==> config.mk <==
export PLATFORM = sky130hd
export DESIGN_NAME = beat_recorder
export DESIGN_NICKNAME = d
export VERILOG_FILES = /design/src/rtl/beat_recorder.sv
export SDC_FILE = /design/constraint.sdc
export NUM_CORES = 2
export LEC_CHECK = 0
export CAP_MARGIN = 20
export CORE_UTILIZATION = 40
export DETAILED_ROUTE_END_ITERATION = 8
export DONT_BUFFER_PORTS = 1
export MAX_ROUTING_LAYER = met4
export PLACE_DENSITY = 0.56
export SLEW_MARGIN = 20
export SYNTH_ARGS = -nofsm -noshare
export SYNTH_HDL_FRONTEND = slang
export SYNTH_SLANG_ARGS = --single-unit
==> constraint.sdc <==
create_clock -name clock -period 5.99 [get_ports clock]
set_input_delay 0.8985 -clock clock [delete_from_list [all_inputs] [get_ports clock]]
set_output_delay 0.8985 -clock clock [all_outputs]
set_load 0.1 [all_outputs]
==> src/rtl/beat_recorder.sv <==
// rtl/beat_recorder.sv - three-slot keyboard event recorder with timed playback
module beat_recorder #(
  parameter int TICK_DIV = 500000,
  parameter int DELTA_W  = 10,
  parameter int DEPTH    = 64
) (
  input  logic                     clock,
  input  logic                     reset,
  input  logic [6:0]               key_in,
  input  logic                     rec_btn,
  input  logic                     play_btn,
  input  logic [2:0]               slot_sel,
  output logic [6:0]               key_out,
  output logic                     recording,
  output logic                     playing,
  output logic                     full,
  output logic [$clog2(DEPTH):0]   event_count
);

  localparam int AW = $clog2(DEPTH);
  localparam int PW = (TICK_DIV > 1) ? $clog2(TICK_DIV) : 1;
  localparam int MW = DELTA_W + 7;

  localparam logic [1:0] S_IDLE  = 2'd0;
  localparam logic [1:0] S_REC   = 2'd1;
  localparam logic [1:0] S_FETCH = 2'd2;
  localparam logic [1:0] S_WAIT  = 2'd3;

  localparam logic [DELTA_W-1:0] DMAX = '1;
  localparam logic [AW:0] DEPTH_V = (AW+1)'(DEPTH);

  logic [1:0]         state_q, state_d;
  logic [PW-1:0]      presc_q, presc_d;
  logic [DELTA_W-1:0] delta_q, delta_d;
  logic [AW:0]        wr_ptr_q, wr_ptr_d;
  logic [AW:0]        rd_ptr_q, rd_ptr_d;
  logic [1:0]         slot_q, slot_d;
  logic [6:0]         prev_key_q, prev_key_d;
  logic [AW:0]        len_q [0:2];
  logic [AW:0]        len_d [0:2];
  logic [DELTA_W-1:0] wait_q, wait_d;
  logic [6:0]         held_q, held_d;
  logic [6:0]         key_q, key_d;
  logic               ph_q, ph_d;

  logic [MW-1:0]      mem [0:3*DEPTH-1];
  logic [MW-1:0]      rd_data_q;
  logic               we;
  logic [AW+1:0]      waddr, raddr;

  logic               tick;
  logic               sel_ok;
  logic [1:0]         sel_idx;
  logic [AW:0]        cur_len;

  assign tick    = (presc_q == PW'(TICK_DIV - 1));
  assign cur_len = len_q[slot_q];
  assign waddr   = {slot_q, wr_ptr_q[AW-1:0]};
  assign raddr   = {slot_q, rd_ptr_q[AW-1:0]};

  // Decode the one-hot slot switches; anything else blocks a start
  always_comb begin
    sel_ok  = 1'b1;
    sel_idx = 2'd0;
    case (slot_sel)
      3'b001:  sel_idx = 2'd0;
      3'b010:  sel_idx = 2'd1;
      3'b100:  sel_idx = 2'd2;
      default: sel_ok  = 1'b0;
    endcase
  end

  // Next-state logic for the recorder/player and its timing counters
  always_comb begin
    state_d    = state_q;
    presc_d    = tick ? '0 : presc_q + 1'b1;
    delta_d    = (tick && delta_q != DMAX) ? delta_q + 1'b1 : delta_q;
    wr_ptr_d   = wr_ptr_q;
    rd_ptr_d   = rd_ptr_q;
    slot_d     = slot_q;
    prev_key_d = prev_key_q;
    len_d      = len_q;
    wait_d     = wait_q;
    held_d     = held_q;
    key_d      = key_q;
    ph_d       = ph_q;
    we         = 1'b0;
    case (state_q)
      S_IDLE: begin
        key_d = 7'd0;
        if (rec_btn && sel_ok) begin
          state_d         = S_REC;
          slot_d          = sel_idx;
          len_d[sel_idx]  = '0;
          delta_d         = '0;
          wr_ptr_d        = '0;
          prev_key_d      = key_in;
        end else if (play_btn && sel_ok && len_q[sel_idx] != '0) begin
          state_d  = S_FETCH;
          slot_d   = sel_idx;
          rd_ptr_d = '0;
          ph_d     = 1'b0;
        end
      end
      S_REC: begin
        if (rec_btn) begin
          state_d        = S_IDLE;
          len_d[slot_q]  = wr_ptr_q;
        end else if (key_in != prev_key_q) begin
          prev_key_d = key_in;
          if (wr_ptr_q != DEPTH_V) begin
            we       = 1'b1;
            wr_ptr_d = wr_ptr_q + 1'b1;
            delta_d  = '0;
          end
        end
      end
      S_FETCH: begin
        if (play_btn) begin
          state_d = S_IDLE;
          key_d   = 7'd0;
        end else if (!ph_q) begin
          ph_d = 1'b1;
        end else begin
          ph_d    = 1'b0;
          wait_d  = rd_data_q[MW-1:7];
          held_d  = rd_data_q[6:0];
          state_d = S_WAIT;
        end
      end
      default: begin
        if (play_btn) begin
          state_d = S_IDLE;
          key_d   = 7'd0;
        end else if (rd_ptr_q == cur_len) begin
          // The final event has had its cycle on key_out; go silent
          state_d = S_IDLE;
          key_d   = 7'd0;
        end else if (wait_q == '0) begin
          key_d    = held_q;
          rd_ptr_d = rd_ptr_q + 1'b1;
          if (rd_ptr_q + 1'b1 != cur_len) state_d = S_FETCH;
        end else if (tick) begin
          wait_d = wait_q - 1'b1;
        end
      end
    endcase
  end

  // State and counter registers, cleared asynchronously
  always_ff @(posedge clock or posedge reset) begin
    if (reset) begin
      state_q    <= S_IDLE;
      presc_q    <= '0;
      delta_q    <= '0;
      wr_ptr_q   <= '0;
      rd_ptr_q   <= '0;
      slot_q     <= 2'd0;
      prev_key_q <= 7'd0;
      for (int i = 0; i < 3; i++) len_q[i] <= '0;
      wait_q     <= '0;
      held_q     <= 7'd0;
      key_q      <= 7'd0;
      ph_q       <= 1'b0;
    end else begin
      state_q    <= state_d;
      presc_q    <= presc_d;
      delta_q    <= delta_d;
      wr_ptr_q   <= wr_ptr_d;
      rd_ptr_q   <= rd_ptr_d;
      slot_q     <= slot_d;
      prev_key_q <= prev_key_d;
      len_q      <= len_d;
      wait_q     <= wait_d;
      held_q     <= held_d;
      key_q      <= key_d;
      ph_q       <= ph_d;
    end
  end

  // Event memory: write port for recording, registered read for playback
  always_ff @(posedge clock) begin
    if (we) mem[waddr] <= {delta_q, key_in};
    rd_data_q <= mem[raddr];
  end

  // Status outputs derived from the current state
  always_comb begin
    event_count = '0;
    case (state_q)
      S_REC:   event_count = wr_ptr_q;
      S_FETCH,
      S_WAIT:  event_count = cur_len - rd_ptr_q;
      default: event_count = '0;
    endcase
  end

  assign key_out   = key_q;
  assign recording = (state_q == S_REC);
  assign playing   = (state_q == S_FETCH) || (state_q == S_WAIT);
  assign full      = (state_q == S_REC) && (wr_ptr_q == DEPTH_V);

endmodule
==> summary.md <==
| Metric | Value |
|---|---|
| Die X | 577 um |
| Worst Skew | 0.0651 ns |
| Clk_lat worst skew | 0.96 ns |
| Flop-to-flop setup slack | 1.48 ns |
| Routed Antenna Nets | 0 |
| Combinational power share | 29.4% |
| Worst VDD drop | 0.356 mV |
| Worst Hold Launch | key_in[1] |
| Drt drc | 0 |
| Syn_nets | 6471 |
| CTS tree | built |
| Status | finished clean |
| Slew Limit Fails | 0 |
| Syn_area_per_cell | 20.5 um^2 |
| Setup tns final | 0 ns |
| PnR worst setup slack | 0.654 ns |
| Cell Pwr Density | 450 nW/um^2 |
| All-layer global routing usage | 24.5% |
| Max Fanout on Critical Path | 14 |
| Clock root buffer | clkbuf_16 |
| Largest net degree at the start of global routing | 195 |
| FMAX | 187 MHz |
| Post-CTS Setup Bufs | 0 |
| Rel. slew slack | 18.3% |
| Post-Place Worst Slack | 1.46 ns |
| Die Y | 577 um |
| Setup-failing EPs final | 0 |
| Synth Register Bits | 3381 |
| Layout area overhead | 13.9% |
| Switch Pwr | 22.6 mW |
| Max-capacitance violation count | 0 |
| DP HPWL | 238000 um |
| R2r endpoint | rd_data_q[7] |
| Io pins | 31 |
| Vias per inst | 6.02 |
| Final Wtd Congestion | 0.904 |
| Mapped cell area | 132000 um^2 |
| Nets@finish | 6858 |
| Grt ovf | 0 |
| Commonest non-fill, non-tap cell in the layout | edfxtp_1 |
| Switching Fraction | 33.3% |
| Unrepaired setup endpoints after global routing | false |
| Detailed Route WL | 400000 um |
| Fin crit share | 89.1% |
| Final min period | 5.34 ns |
| Mapped Cells | 6436 |
| Critical path arrival | 4.44 ns |
| Post-cts resize count | 0 |
| Drt first pass iters | 5 |
| CTS Buf Count | 346 |
| Starting Density | 40.3% |
| CTS hold repair buffers | 2 |
| Int Pwr | 45.1 mW |
| Register share of total power | 39.2% |
| Top cells by area, synth | edfxtp_1 74%, mux4_2 12%, mux2i_1 3.0%, dfrtp_1 1.9%, nor2_1 0.79% |
| Post-synth EDFFs | 3264 |
| Die ar. | 332000 um^2 |
| Final hold violation count | 0 |
| H-tree lvl count | 5 |
| Worst-margin pin slew | 1.21 ns |
| Reg clk slew, reported paths | 0.06 ns |
| Yosys cell types | 83 |
| Worst reg-to-reg path cell count | 8 |
| Hold Path Cell Cnt | 0 |
| Area of the core | 328000 um^2 |
| Initial antenna violation count | 18 |
| Drt wl/cell | 34.9 um |
| CP Class | register to output port |
| WHS | 0.118 ns |
| Data required time of the worst path | 5.09 ns |
| Hold Crit Endpoint | mem[28][1] |
| CTS Buffer Depth | 4 |
| Post-synth ARST share | 2.96% |
| Synth Flop Type | edfxtp_1 |
| Std cell rows | 210 |
| First DRT Iteration DRCs | 9510 |
| First-pass GRT wire length | 554000 um |
| Synth top area share | 74.2% |
| Hold Crit Class | primary input to register |
| Clk pwr share | 31.4% |
| Seq/Total Area, Yosys | 76.4% |
| Reg2reg start | rd_ptr_q[0] |
| Input/output buffers | 0 |
| Yosys top cell by area | edfxtp_1 |
| Crit path launch type | register |
| Via count | 69000 |
| Vias in the first global route | 67400 |
| Synth warn | 0 |
| Most frequent cells in the layout | 3264 x edfxtp_1, 689 x mux4_2, 396 x buf_4 |
| Leak Pwr | 49.8 nW |
| Share of cells above drive strength 1 | 26.3% |
| Num Clock Sinks | 3381 |
| Worst Setup End Kind | output port |
-- state kept, by name, summed over array words and instances, names as in the netlist, 10 cells and up --
name	count
delta_q	10
len_q	21
mem	3264
presc_q	19
rd_data_q	17
wait_q	10
-- layout make-up --
type | instances | area, um^2
clock buffer | 421 | 9140
sequential | 3381 | 101000
fill | 27500 | 178000
multi-input combinational | 2652 | 29400
inverter | 23 | 101
antenna | 18 | 45.0
clock inverter | 206 | 1880
tap | 4346 | 5440
timing repair buffer | 419 | 3420
-- kinds of logic (layout without fill, tap and decap cells) --
| kind of cell | after synthesis | in the layout | synth area share, % |
|---|---|---|---|
| mux | 1122 | 1122 | 15.1 |
| buf+inv | 403 | 1069 | 1.81 |
| flops | 3381 | 3381 | 76.4 |
| xor+xnor | 49 | 49 | 0.325 |
| compound gates | 704 | 704 | 3.71 |
| simple gates | 756 | 756 | 2.49 |
| fa+ha+maj | 21 | 21 | 0.205 |
| other cells | 0 | 18 | 0 |
-- per-layer routing --
layer  up-vias  global-route usage, %  routed length (um)
met3       619                   5.10               38700
met5         -                      -                   0
met2      3596                   36.6              184000
li1      27500                      -                   -
met4         0                   7.13               13200
met1     37200                   34.1              164000
-- how the worst max path moves through the flow --
stage	from	endpoint	slack (ns)
final	slot_q[0]	event_count[6]	0.65
after global routing	slot_q[0]	event_count[6]	0.44
after CTS	slot_q[0]	event_count[6]	0.63
after detailed placement	rd_ptr_q[0]	rd_data_q[7]	1.46
after global placement	rd_ptr_q[0]	rd_data_q[7]	1.46
after floorplan	state_q[1]	full	0.23
-- power groups by stage --
stage	logic [mW]	clock network, mW	registers, mW
global placement	19.7	0	27.0
finish	19.9	21.3	26.5
global route	20.4	22.4	26.5
floorplan	12.0	0	26.7
CTS	19.8	21.6	26.5
detailed placement	19.7	0	27.0
-- stage by stage --
stage / util (%) / instances / cell area, um^2 / power (mW)
after floorplan: - / 6436 / 132000 / 38.7
after global placement: 42.5 / 10800 / 139000 / 46.7
after global routing: 45.8 / 11500 / 150000 / 69.3
after detailed placement: 42.5 / 10800 / 139000 / 46.7
final: 45.9 / 11500 / 150000 / 67.7
after CTS: 45.8 / 11400 / 150000 / 67.8
-- critical path: stages, from the launching register on --
cell and delay, ns:
dfrtp_1 0.69, mux2i_1 0.29, nor2_1 0.09, a21oi_1 0.16, ha_1 0.20, inv_1 0.08, fa_1 0.43, a21o_1 0.17
a21oi_1 0.24, o21bai_1 0.09, a21oi_1 0.21, xnor2_1 0.19, nand2_1 0.11, a21oi_2 0.19, buf_4 0.31
-- cell usage after synthesis (12+ instances only) --
cell	count
edfxtp_1	3264
mux4_2	689
mux2i_1	390
nor2_1	279
nand2_1	267
clkbuf_1	170
a21oi_1	146
dfrtp_1	100
o21ai_0	93
a22oi_1	84
buf_6	78
o221ai_1	77
buf_2	69
nand3_1	53
o22ai_1	50
a221oi_1	48
mux2_2	43
nor3_1	43
buf_4	35
a22o_1	31
xnor2_1	31
a31oi_1	26
and3_1	26
o211ai_1	26
inv_1	22
buf_1	21
ha_1	20
xor2_1	18
dfxtp_1	17
nor2b_1	16
a211oi_1	14
o2bb2ai_1	12
o311ai_0	12
No activity file was read; power rests on OpenSTA's default activity.
